### src/rtl/collector_pkg.sv
// rtl/collector_pkg.sv - shared types and round-robin helper for the tree arbiters
package collector_pkg;

   typedef enum logic {IDLE, LOCK} coll_state_e;

   localparam int RR_MAX_N = 32;
   localparam int RR_IDX_W = 5;

   // First requester strictly after ptr, wrapping at n; returns ptr when nobody requests.
   function automatic logic [RR_IDX_W-1:0] rr_next(input logic [RR_IDX_W-1:0] ptr,
                                                  input logic [RR_MAX_N-1:0] req,
                                                  input int n);
      logic                found;
      logic [RR_IDX_W-1:0] pos;
      int                  sum;
      rr_next = ptr;
      found   = 1'b0;
      for (int k = 1; k <= RR_MAX_N; k++) begin
         sum = (int'(ptr) + k) % n;
         pos = sum[RR_IDX_W-1:0];
         if (!found && k <= n && req[pos]) begin
            rr_next = pos;
            found   = 1'b1;
         end
      end
   endfunction

endpackage

### src/rtl/rr_pick.sv
// rtl/rr_pick.sv - combinational round-robin picker
module rr_pick
   import collector_pkg::*;
#(
   parameter int N  = 5,
   parameter int IW = $clog2(N)
) (
   input  logic [N-1:0]  req,
   input  logic [IW-1:0] ptr,
   output logic [IW-1:0] gnt_idx,
   output logic          gnt_vld
);

   logic [RR_MAX_N-1:0] req_ext;
   logic [RR_IDX_W-1:0] ptr_ext;
   logic [RR_IDX_W-1:0] pick;

   always_comb begin
      req_ext = RR_MAX_N'(req);
      ptr_ext = RR_IDX_W'(ptr);
      pick    = rr_next(ptr_ext, req_ext, N);
      gnt_idx = IW'(pick);
      gnt_vld = |req;
   end

endmodule

### src/rtl/child_response_collector.sv
// rtl/child_response_collector.sv - merges child response packets upstream, packet-granular round robin
module child_response_collector
   import collector_pkg::*;
#(
   parameter int NUM_CHILDREN = 5,
   parameter int DATA_W       = 32
) (
   input  logic                             clk,
   input  logic                             rst,
   input  logic [NUM_CHILDREN-1:0]          in_valid,
   output logic [NUM_CHILDREN-1:0]          in_ready,
   input  logic [NUM_CHILDREN*DATA_W-1:0]   in_data,
   input  logic [NUM_CHILDREN-1:0]          in_last,
   output logic                             out_valid,
   input  logic                             out_ready,
   output logic [DATA_W-1:0]                out_data,
   output logic                             out_last,
   output logic [$clog2(NUM_CHILDREN)-1:0]  out_src,
   output logic                             busy
);

   localparam int IDX_W = $clog2(NUM_CHILDREN);

   coll_state_e        state_q, state_d;
   logic [IDX_W-1:0]   rr_ptr_q, rr_ptr_d;
   logic [IDX_W-1:0]   gnt_q, gnt_d;
   logic               out_valid_q, out_valid_d;
   logic [DATA_W-1:0]  out_data_q, out_data_d;
   logic               out_last_q, out_last_d;
   logic [IDX_W-1:0]   out_src_q, out_src_d;

   logic [IDX_W-1:0]   cand;
   logic               cand_vld;
   logic [IDX_W-1:0]   sel;
   logic               can_load;
   logic               load;
   logic [DATA_W-1:0]  child_data [NUM_CHILDREN];

   always_comb begin
      for (int i = 0; i < NUM_CHILDREN; i++) begin
         child_data[i] = in_data[i*DATA_W +: DATA_W];
      end
   end

   rr_pick #(
      .N  (NUM_CHILDREN),
      .IW (IDX_W)
   ) u_pick (
      .req     (in_valid),
      .ptr     (rr_ptr_q),
      .gnt_idx (cand),
      .gnt_vld (cand_vld)
   );

   always_comb begin
      can_load = !out_valid_q || out_ready;
      state_d  = state_q;
      rr_ptr_d = rr_ptr_q;
      gnt_d    = gnt_q;
      in_ready = '0;
      load     = 1'b0;
      sel      = gnt_q;
      case (state_q)
         IDLE: begin
            if (cand_vld && can_load) begin
               in_ready[cand] = 1'b1;
               load           = 1'b1;
               sel            = cand;
               if (in_last[cand]) begin
                  rr_ptr_d = cand;
               end else begin
                  state_d = LOCK;
                  gnt_d   = cand;
               end
            end
         end
         LOCK: begin
            // Granted child owns the port until its last beat, even while it idles.
            in_ready[gnt_q] = can_load;
            if (in_valid[gnt_q] && can_load) begin
               load = 1'b1;
               if (in_last[gnt_q]) begin
                  state_d  = IDLE;
                  rr_ptr_d = gnt_q;
               end
            end
         end
         default: state_d = IDLE;
      endcase
   end

   always_comb begin
      out_valid_d = out_valid_q;
      out_data_d  = out_data_q;
      out_last_d  = out_last_q;
      out_src_d   = out_src_q;
      if (load) begin
         out_valid_d = 1'b1;
         out_data_d  = child_data[sel];
         out_last_d  = in_last[sel];
         out_src_d   = sel;
      end else if (out_ready) begin
         out_valid_d = 1'b0;
      end
   end

   always_ff @(posedge clk) begin
      if (rst) begin
         state_q     <= IDLE;
         rr_ptr_q    <= IDX_W'(NUM_CHILDREN - 1);
         gnt_q       <= '0;
         out_valid_q <= 1'b0;
         out_data_q  <= '0;
         out_last_q  <= 1'b0;
         out_src_q   <= '0;
      end else begin
         state_q     <= state_d;
         rr_ptr_q    <= rr_ptr_d;
         gnt_q       <= gnt_d;
         out_valid_q <= out_valid_d;
         out_data_q  <= out_data_d;
         out_last_q  <= out_last_d;
         out_src_q   <= out_src_d;
      end
   end

   assign out_valid = out_valid_q;
   assign out_data  = out_data_q;
   assign out_last  = out_last_q;
   assign out_src   = out_src_q;
   assign busy      = (state_q == LOCK);

endmodule

### config.mk
export PLATFORM = sky130hd
export DESIGN_NAME = child_response_collector
export DESIGN_NICKNAME = d
export VERILOG_FILES = /design/src/rtl/collector_pkg.sv /design/src/rtl/rr_pick.sv /design/src/rtl/child_response_collector.sv
export SDC_FILE = /design/constraint.sdc
export NUM_CORES = 1
export LEC_CHECK = 0
export CAP_MARGIN = 20
export CORE_MARGIN = 2
export CORE_UTILIZATION = 25
export CTS_BUF_LIST = sky130_fd_sc_hd__clkbuf_8
export DETAILED_ROUTE_END_ITERATION = 7
export GPL_TIMING_DRIVEN = 0
export PLACE_DENSITY = 0.54
export SLEW_MARGIN = 20
export SYNTH_ARGS = -nofsm -noshare
export SYNTH_HDL_FRONTEND = slang
export SYNTH_SLANG_ARGS = --single-unit
### constraint.sdc
create_clock -name clk -period 7.4 [get_ports clk]
set_input_delay 1.48 -clock clk [delete_from_list [all_inputs] [get_ports clk]]
set_output_delay 1.48 -clock clk [all_outputs]
set_load 0.02 [all_outputs]
==> impl_summary.log, run 1 <==
[metrics] cell at the slowest stage of the critical path: sky130_fd_sc_hd__or4b_4
[metrics] register-to-register path setup slack: 1.19 ns
[metrics] Final Hold Vio Count: 0
[metrics] NetSw: 1.79 mW
[metrics] floorplan die height: 161 microns
[metrics] biggest fanout along the worst timing path: 13
[metrics] Remaining DRCs: 0
[metrics] largest stage delay on the critical path: 0.58 ns
[metrics] fin nets: 1244
[metrics] count of buffers inserted at the top-level ports: 214
[metrics] combined area of all synthesized cells: 0.00614 sq mm
[metrics] pin count of the biggest net entering global routing: 14
[metrics] asr flop ratio synth: 0%
[metrics] dominant cell type by area after synthesis: sky130_fd_sc_hd__dfxtp_1
[metrics] Worst Hold Path Cells: 2
[metrics] endpoint of the worst hold path: out_data[10]$_SDFFE_PP0P_
[metrics] Clock Tree Buf Depth: 2
[metrics] Clock power frac: 5.0%
[metrics] # placed instances: 1345
[metrics] CTS Buf Count: 5
[metrics] setup slack at placement: -1.26 ns
[metrics] delay-heaviest family, CP: compound AO/OA/AOI/OAI gates
[metrics] total of max-cap violations: 0
[metrics] Worst-path clk slew: 0.09 ns
[metrics] iteration count of the initial detailed-routing pass: 7
[metrics] number of setup violations in the final report: 0
[metrics] maximum operating frequency: 0.140 GHz
[metrics] Synth warnings: 0
[metrics] Post-synth EDFFs: 0
[metrics] capturing point of the worst reg2reg path: out_data[28]$_SDFFE_PP0P_
[metrics] WP data required: 5.92 ns
[metrics] startpoint of the lowest-slack register-to-register path: rr_ptr_q[0]$_SDFFE_PP0P_
[metrics] power density over the cells: 377 mW/mm^2
[metrics] switch share: 51.8%
[metrics] largest vdd supply drop: 0.165 mV
[metrics] register area share after synthesis: 14.3%
[metrics] Routed WL: 25.2 mm
[metrics] row count: 57
[metrics] library cell used as clock root buffer: sky130_fd_sc_hd__clkbuf_8
[metrics] violation count after the first detailed-routing iteration: 499
[metrics] detailed-route wire length per cell: 18.4 microns
[metrics] Post-DP Area: 0.00869 sq mm
[metrics] Crit Path Class: reg2out
[metrics] effective utilization at floorplan: 25.3%
[metrics] cell count after synthesis: 807
[metrics] footprint of the multi-input gates: 0.00497 sq mm
[metrics] clock tree from TritonCTS: done
[metrics] Seq pwr share: 10.1%
[metrics] Critical Path Most Common Cell: sky130_fd_sc_hd__buf_6
[metrics] count of fill cells added during filler insertion: 2557
[metrics] Gate power share: 84.9%
[metrics] initial antenna violation count: 0
[metrics] remaining number of nets flagged by the antenna check after routing: 0
[metrics] largest cells by area after synthesis: sky130_fd_sc_hd__dfxtp_1 (14%), sky130_fd_sc_hd__mux2i_1 (7.7%), sky130_fd_sc_hd__mux2_2 (7.0%)
[metrics] sum of overflow across all layers after global routing: 0
[metrics] worst max-slew margin expressed relative to the limit: 46.3%
[metrics] total number of H-tree levels: 2
[metrics] proportion of netlist area held by the largest area contributor: 14.3%
[metrics] most frequent cell after synthesis: sky130_fd_sc_hd__nand2_1
[metrics] time the worst path needs with I/O delays and setup: 7.14 ns
[metrics] Post-Syn Nets: 1004
[metrics] slew at the pin with the worst max-slew slack: 0.799 ns
[metrics] result of the run: finished, final reports clean
[metrics] area growth from synthesis to final layout: 48.8%
[metrics] proportion of layout cells with a drive suffix above 1: 17.6%
[metrics] footprint of the flip-flops and latches: 887 sq um
[metrics] setup ws final: 0.261 ns
[metrics] endpoint type of the worst setup path: output port
[metrics] synthesis-stage register bit count: 44
[metrics] startpoint of the most critical hold path: out_data[10]$_SDFFE_PP0P_
[metrics] dominant synthesized flop cell: sky130_fd_sc_hd__dfxtp_1
[metrics] half-perimeter wire length after placement: 20.1 mm
[metrics] critical path, cell by cell: buf_6, buf_6, clkinvlp_4, clkbuf_8, ha_4, ha_2, or4b_4, a31oi_4, or2_4, inv_2, ha_4, o221ai_1, a211o_2, or2_1, buf_2, mux2i_1, o32ai_4, a21oi_1, or3_4, a22o_1, buf_6, o32ai_2, buf_2
[metrics] placeable core region: 0.0242 sq mm
[metrics] Hold Path Class: reg2reg
[metrics] Layout Cells excl Fill: 1372
[metrics] Final period util: 96.5%
[metrics] Final Wtd Congestion: 0.873
[metrics] Leakage: 3.39 nW
[metrics] insertion delay of the later-clocked pin in the worst-skew pair: 0.33 ns
[metrics] worst clock skew: 0.0156 ns
[metrics] r2r worst-path depth: 25
[metrics] worst path bufs/invs: 8
[metrics] number of slew-limit violations in the final report: 0
[metrics] DIE AREA: 0.0258 sq mm
[metrics] average vias per placed instance: 5.17
[metrics] global-route wire length before repair: 39.4 mm
[metrics] library cells used by synthesis: 96
[metrics] Die Span X: 161 microns
[metrics] Internal: 1.66 mW
[metrics] average instance area after synthesis: 7.61 sq um
[metrics] Global Route Usage Sum: 19.0%
[metrics] most frequent cells after synthesis: sky130_fd_sc_hd__nand2_1 (77), sky130_fd_sc_hd__mux2i_1 (47), sky130_fd_sc_hd__inv_1 (46)
[metrics] area of all placed cells without fillers: 0.00915 sq mm
[metrics] element type at the critical path start: flop
[metrics] number of global-route vias before repair: 7076
[metrics] Antenna Cells: 0
[metrics] IO Count: 216
[metrics] number of clock sinks: 44
[metrics] critical path data arrival time: 5.66 ns
[metrics] Vias: 7098
-- worst register-to-register path: cells and delay by family, from the launching register on --
family	cells	cell delay (ns)
flip-flops	1	0.40
AND/OR/NAND/NOR	6	1.68
AO/OA/AOI/OAI	7	1.87
buffers and inverters	8	1.40
adder cells (fa/ha/maj)	3	0.70
multiplexers	1	0.13
-- logic make-up (layout without fill, tap and decap cells) --
logic type                 Yosys count  in the layout  share of synthesized area, %
xor gates and xnor gates             7              7                          1.24
buffers and inverters              110            351                          7.76
AOI/OAI and AO/OA                  214            214                          28.2
muxes                               92             92                          16.6
DFF                                 44             44                          14.3
and+or+nand+nor                    316            316                          27.0
adders and majority gates           24             24                          4.89
-- routing by layer --
layer | global-route usage [%] | vias to the layer above | wire (microns)
li1 | - | 3498 | -
met3 | 4.44 | 21 | 1600
met1 | 24.4 | 3351 | 10900
met2 | 32.4 | 228 | 12300
met5 | 0 | - | 0
met4 | 4.26 | 0 | 363
-- flip-flops by register name, summed over array words and instances (netlist names) --
signal     count
gnt_q          3
busy           1
out_data      32
out_last       1
out_src        3
out_valid      1
rr_ptr_q       3
-- worst max-delay path by stage --
stage | start | to | slack, ns | cells past startpoint
floorplan | rr_ptr_q[0]$_SDFFE_PP0P_ | in_ready[3] | 0.43 | 22
global placement | rr_ptr_q[0]$_SDFFE_PP0P_ | in_ready[4] | -1.33 | 23
detailed placement | rr_ptr_q[0]$_SDFFE_PP0P_ | in_ready[3] | -1.26 | 22
CTS | rr_ptr_q[1]$_SDFFE_PP0P_ | in_ready[4] | 0.01 | 22
global route | rr_ptr_q[0]$_SDFFE_PP0P_ | in_ready[3] | -0.004 | 23
finish | rr_ptr_q[0]$_SDFFE_PP0P_ | in_ready[4] | 0.26 | 23
-- through the flow --
step           utilization, %  power (mW)  setup TNS (ns)  hold slack, ns
6_report                 37.7        3.45               0           0.482
5_1_grt                  37.7        3.72        -0.00389           0.503
4_1_cts                  36.9        3.33               0           0.481
3_5_place_dp             35.8        3.06           -5.80           0.458
3_3_place_gp             35.8        3.06           -6.13           0.456
2_1_floorplan               -        2.27               0           0.553
-- cells in the final DEF, fill, tap and decap left out, types with 18 or more instances in the layout --
cell type	netlist	routed
sky130_fd_sc_hd__a21oi_1	33	29
sky130_fd_sc_hd__buf_4	8	29
sky130_fd_sc_hd__clkbuf_1	29	26
sky130_fd_sc_hd__clkdlybuf4s50_1	0	209
sky130_fd_sc_hd__dfxtp_1	44	41
sky130_fd_sc_hd__ha_1	24	19
sky130_fd_sc_hd__inv_1	46	43
sky130_fd_sc_hd__mux2_2	38	38
sky130_fd_sc_hd__mux2i_1	47	47
sky130_fd_sc_hd__nand2_1	77	77
sky130_fd_sc_hd__nand3_1	44	44
sky130_fd_sc_hd__nand4_1	29	29
sky130_fd_sc_hd__nor2_1	38	34
sky130_fd_sc_hd__nor3_1	20	18
sky130_fd_sc_hd__o21ai_0	30	27
sky130_fd_sc_hd__or2_1	31	31
-- power by group through the flow --
stage	clock network [mW]	logic, mW	registers, mW
5_1_grt	0.186	3.17	0.356
2_1_floorplan	0	1.86	0.412
6_report	0.172	2.93	0.347
3_5_place_dp	0	2.71	0.351
4_1_cts	0.177	2.81	0.347
3_3_place_gp	0	2.71	0.348
-- layout make-up --
type / count / share of cell area (%)
flip-flops and latches: 44 / 9.70
plain buffers: 59 / 3.43
well taps: 324 / 4.43
repair buffers: 234 / 24.9
clock buffers: 6 / 0.903
multi-input cells: 653 / 54.4
inverters: 50 / 2.15
clock inverters: 2 / 0.109
-- what timing repair did --
item | in CTS | in global routing
resized for setup | 56 | 27
hold buffers | 0 | 0
buffers inserted | 7 | 13
pin swaps | 4 | 6
setup endpoints to repair | 15 | 5
(Power assumes the default switching activity.)
==> inputs of run 2 (changes only) <==
--- a/config.mk
+++ b/config.mk
@@ -10,8 +10,9 @@
 export CORE_UTILIZATION = 25
 export CTS_BUF_LIST = sky130_fd_sc_hd__clkbuf_8
 export DETAILED_ROUTE_END_ITERATION = 7
+export DONT_BUFFER_PORTS = 1
 export GPL_TIMING_DRIVEN = 0
-export PLACE_DENSITY = 0.54
+export PLACE_DENSITY = 0.42
 export SLEW_MARGIN = 20
 export SYNTH_ARGS = -nofsm -noshare
 export SYNTH_HDL_FRONTEND = slang
==> impl_summary.log, run 2 (synthesized netlist as in run 1, its figures left out) <==
[metrics] result of the run: finished, final reports clean
[metrics] flip-flop count of the largest register, all copies and words added: 32 (unchanged)
[metrics] total negative slack: 0 ns (unchanged)
[metrics] global-route wire length before repair: 35.6 mm (-9.5%)
[metrics] clock tree from TritonCTS: done
[metrics] placeable core region: 0.0242 sq mm (unchanged)
[metrics] element type at the critical path start: flop
[metrics] endpoint of the worst hold path: out_data[11]$_SDFFE_PP0P_
[metrics] effective utilization at floorplan: 25.3% (unchanged)
[metrics] Gate power share: 81.5% (-3.4 points)
[metrics] Routed WL: 23.3 mm (-7.5%)
[metrics] r2r worst-path depth: 25 (unchanged)
[metrics] floorplan die height: 161 microns (unchanged)
[metrics] Internal: 1.45 mW (-13%)
[metrics] Hold Path Class: reg2reg
[metrics] maximum operating frequency: 0.139 GHz (-0.55%)
[metrics] count of buffers inserted at the top-level ports: 0 (-100%)
[metrics] largest vdd supply drop: 0.227 mV (+37%)
[metrics] Final period util: 97.0% (+0.54 points)
[metrics] time the worst path needs with I/O delays and setup: 7.18 ns (+0.0396 ns)
[metrics] startpoint of the most critical hold path: out_data[11]$_SDFFE_PP0P_
[metrics] Clock Tree Buf Depth: 2 (unchanged)
[metrics] Global Route Usage Sum: 17.4% (-1.6 points)
[metrics] Seq pwr share: 13.5% (+3.4 points)
[metrics] CTS Buf Count: 5 (unchanged)
[metrics] largest stage delay on the critical path: 0.56 ns (-0.02 ns)
[metrics] Clock power frac: 5.0% (about the same)
[metrics] insertion delay of the later-clocked pin in the worst-skew pair: 0.31 ns (-0.02 ns)
[metrics] library cell used as clock root buffer: sky130_fd_sc_hd__clkbuf_8
[metrics] endpoint type of the worst setup path: output port
[metrics] proportion of layout cells with a drive suffix above 1: 20.1% (+2.6 points)
[metrics] NetSw: 1.79 mW (-0.12%)
[metrics] number of clock sinks: 44 (unchanged)
[metrics] worst clock skew: 0.00467 ns (-0.0109 ns)
[metrics] Crit Path Class: reg2out
[metrics] number of slew-limit violations in the final report: 0 (unchanged)
[metrics] setup repair after global routing missed its margin: false
[metrics] initial antenna violation count: 0 (unchanged)
[metrics] biggest fanout along the worst timing path: 13 (unchanged)
[metrics] average vias per placed instance: 5.56 (+7.5%)
[metrics] Leakage: 2.50 nW (-26%)
[metrics] critical path, cell by cell: buf_4, buf_6, inv_1, buf_8, ha_2, ha_4, or4b_4, a31oi_4, or2_2, inv_2, ha_4, nor3_2, a211o_2, or2_1, buf_2, mux2i_1, o32ai_4, a21oi_1, or3_4, a22o_1, buf_6, o32ai_4
[metrics] IO Count: 216 (unchanged)
[metrics] Final Hold Vio Count: 0 (unchanged)
[metrics] total number of H-tree levels: 2 (unchanged)
[metrics] worst max-slew margin expressed relative to the limit: 37.2% (-9.1 points)
[metrics] most frequent cells in the layout: sky130_fd_sc_hd__nand2_1 (76), sky130_fd_sc_hd__mux2i_1 (47), sky130_fd_sc_hd__nand3_1 (44)
[metrics] Vias: 6391 (-10%)
[metrics] register-to-register path setup slack: 0.86 ns (-0.33 ns)
[metrics] power density over the cells: 464 mW/mm^2 (+23%)
[metrics] worst hold slack across all endpoints: 0.605 ns (+0.123 ns)
[metrics] cell at the slowest stage of the critical path: sky130_fd_sc_hd__or4b_4
[metrics] Remaining DRCs: 0 (unchanged)
[metrics] DIE AREA: 0.0258 sq mm (unchanged)
[metrics] most common cell after layout, fill and taps aside: sky130_fd_sc_hd__nand2_1
[metrics] remaining number of nets flagged by the antenna check after routing: 0 (unchanged)
[metrics] total of max-cap violations: 0 (unchanged)
[metrics] number of setup violations in the final report: 0 (unchanged)
[metrics] Final Wtd Congestion: 0.831 (-4.9%)
[metrics] iteration count of the initial detailed-routing pass: 5 (-2)
[metrics] row count: 57 (unchanged)
[metrics] detailed-route wire length per cell: 20.3 microns (+10%)
[metrics] slew at the pin with the worst max-slew slack: 0.934 ns (+0.136 ns)
[metrics] Worst-path clk slew: 0.10 ns (about the same)
[metrics] area growth from synthesis to final layout: 13.5%
[metrics] fin nets: 1022 (-18%)
[metrics] number of global-route vias before repair: 6169 (-13%)
[metrics] pin count of the biggest net entering global routing: 14 (unchanged)
[metrics] sum of overflow across all layers after global routing: 0 (unchanged)
[metrics] WP data required: 5.92 ns (about the same)
[metrics] startpoint of the lowest-slack register-to-register path: rr_ptr_q[0]$_SDFFE_PP0P_
[metrics] critical path data arrival time: 5.70 ns (+0.04 ns)
[metrics] violation count after the first detailed-routing iteration: 384 (-23%)
[metrics] Antenna Cells: 0 (unchanged)
[metrics] switch share: 55.2% (+3.4 points)
[metrics] capturing point of the worst reg2reg path: out_data[25]$_SDFFE_PP0P_
[metrics] half-perimeter wire length after placement: 18.5 mm (-8.0%)
[metrics] Worst Hold Path Cells: 2 (unchanged)
[metrics] Die Span X: 161 microns (unchanged)
[run 2: cell count changes in the layout (fill, tap and decap cells not counted), sizes merged]
cell | before | now
clkdlybuf4s50 | 209 | 0
clkinv | 3 | 1
buf | 52 | 42
clkbuf | 37 | 34
clkinvlp | 2 | 4
clkdlybuf4s15 | 1 | 0
[run 2: worst max-delay path by stage]
stage | cells after the start | from | to
after detailed placement | 22 | rr_ptr_q[0]$_SDFFE_PP0P_ | in_ready[3]
after floorplan | 22 | rr_ptr_q[0]$_SDFFE_PP0P_ | in_ready[3]
after CTS | 22 | rr_ptr_q[0]$_SDFFE_PP0P_ | in_ready[4]
final | 22 | rr_ptr_q[0]$_SDFFE_PP0P_ | in_ready[4]
after global placement | 22 | rr_ptr_q[0]$_SDFFE_PP0P_ | in_ready[3]
after global routing | 22 | rr_ptr_q[0]$_SDFFE_PP0P_ | in_ready[4]
[run 2: cell type report]
type | count | area, sq um
well taps | 324 | 405
clock buffers | 5 | 68.8
fillers | 2686 | 17300
flip-flops and latches | 44 | 886
inverters | 50 | 199
clock inverters | 2 | 12.5
plain buffers | 60 | 315
multi-input cells | 653 | 4990
repair buffers | 11 | 95.1
[run 2: metal layers]
layer  part of all wire [%]  routed length [microns]  track usage, %  vias up
met2                     52                    12100            32.6      218
met3                    4.6                     1080            1.86       10
met1                     42                     9910            21.5     3097
met5                      0                        0               0        -
met4                   0.96                      225            3.25        0
li1                       -                        -               -     3066
[run 2: power groups by stage]
stage / clock [mW] / sequential, mW / combinational [mW]
floorplan: 0 / 0.412 / 1.86
global placement: 0 / 0.443 / 2.41
detailed placement: 0 / 0.443 / 2.39
CTS: 0.172 / 0.437 / 2.55
global route: 0.182 / 0.441 / 2.86
finish: 0.163 / 0.435 / 2.63
[run 2: through the flow]
step	utilization (%)	setup WS (ns)	instances	total power [mW]	cell area, sq um
detailed placement	27.0	-0.951	1131	2.83	6550
floorplan	-	0.426	807	2.27	6140
global route	28.8	0.00484	1149	3.48	6970
CTS	28.1	-0.00742	1141	3.16	6800
finish	28.8	0.221	1149	3.23	6970
global placement	27.0	-1.07	1131	2.86	6550
[run 2: critical path, delay by kind of cell, from the launching register on]
family | cells | cell delay [ns]
fa+ha+maj | 3 | 0.73
flops | 1 | 0.40
simple gates | 5 | 1.45
buf+inv | 7 | 1.15
compound gates | 6 | 1.50
mux | 1 | 0.13
[run 2: timing repair]
item,4_1_cts,5_1_grt
hold buffers,0,0
buffers inserted,3,8
pin swaps,5,5
endpoints found under the setup margin,38,5
resized for setup,33,28
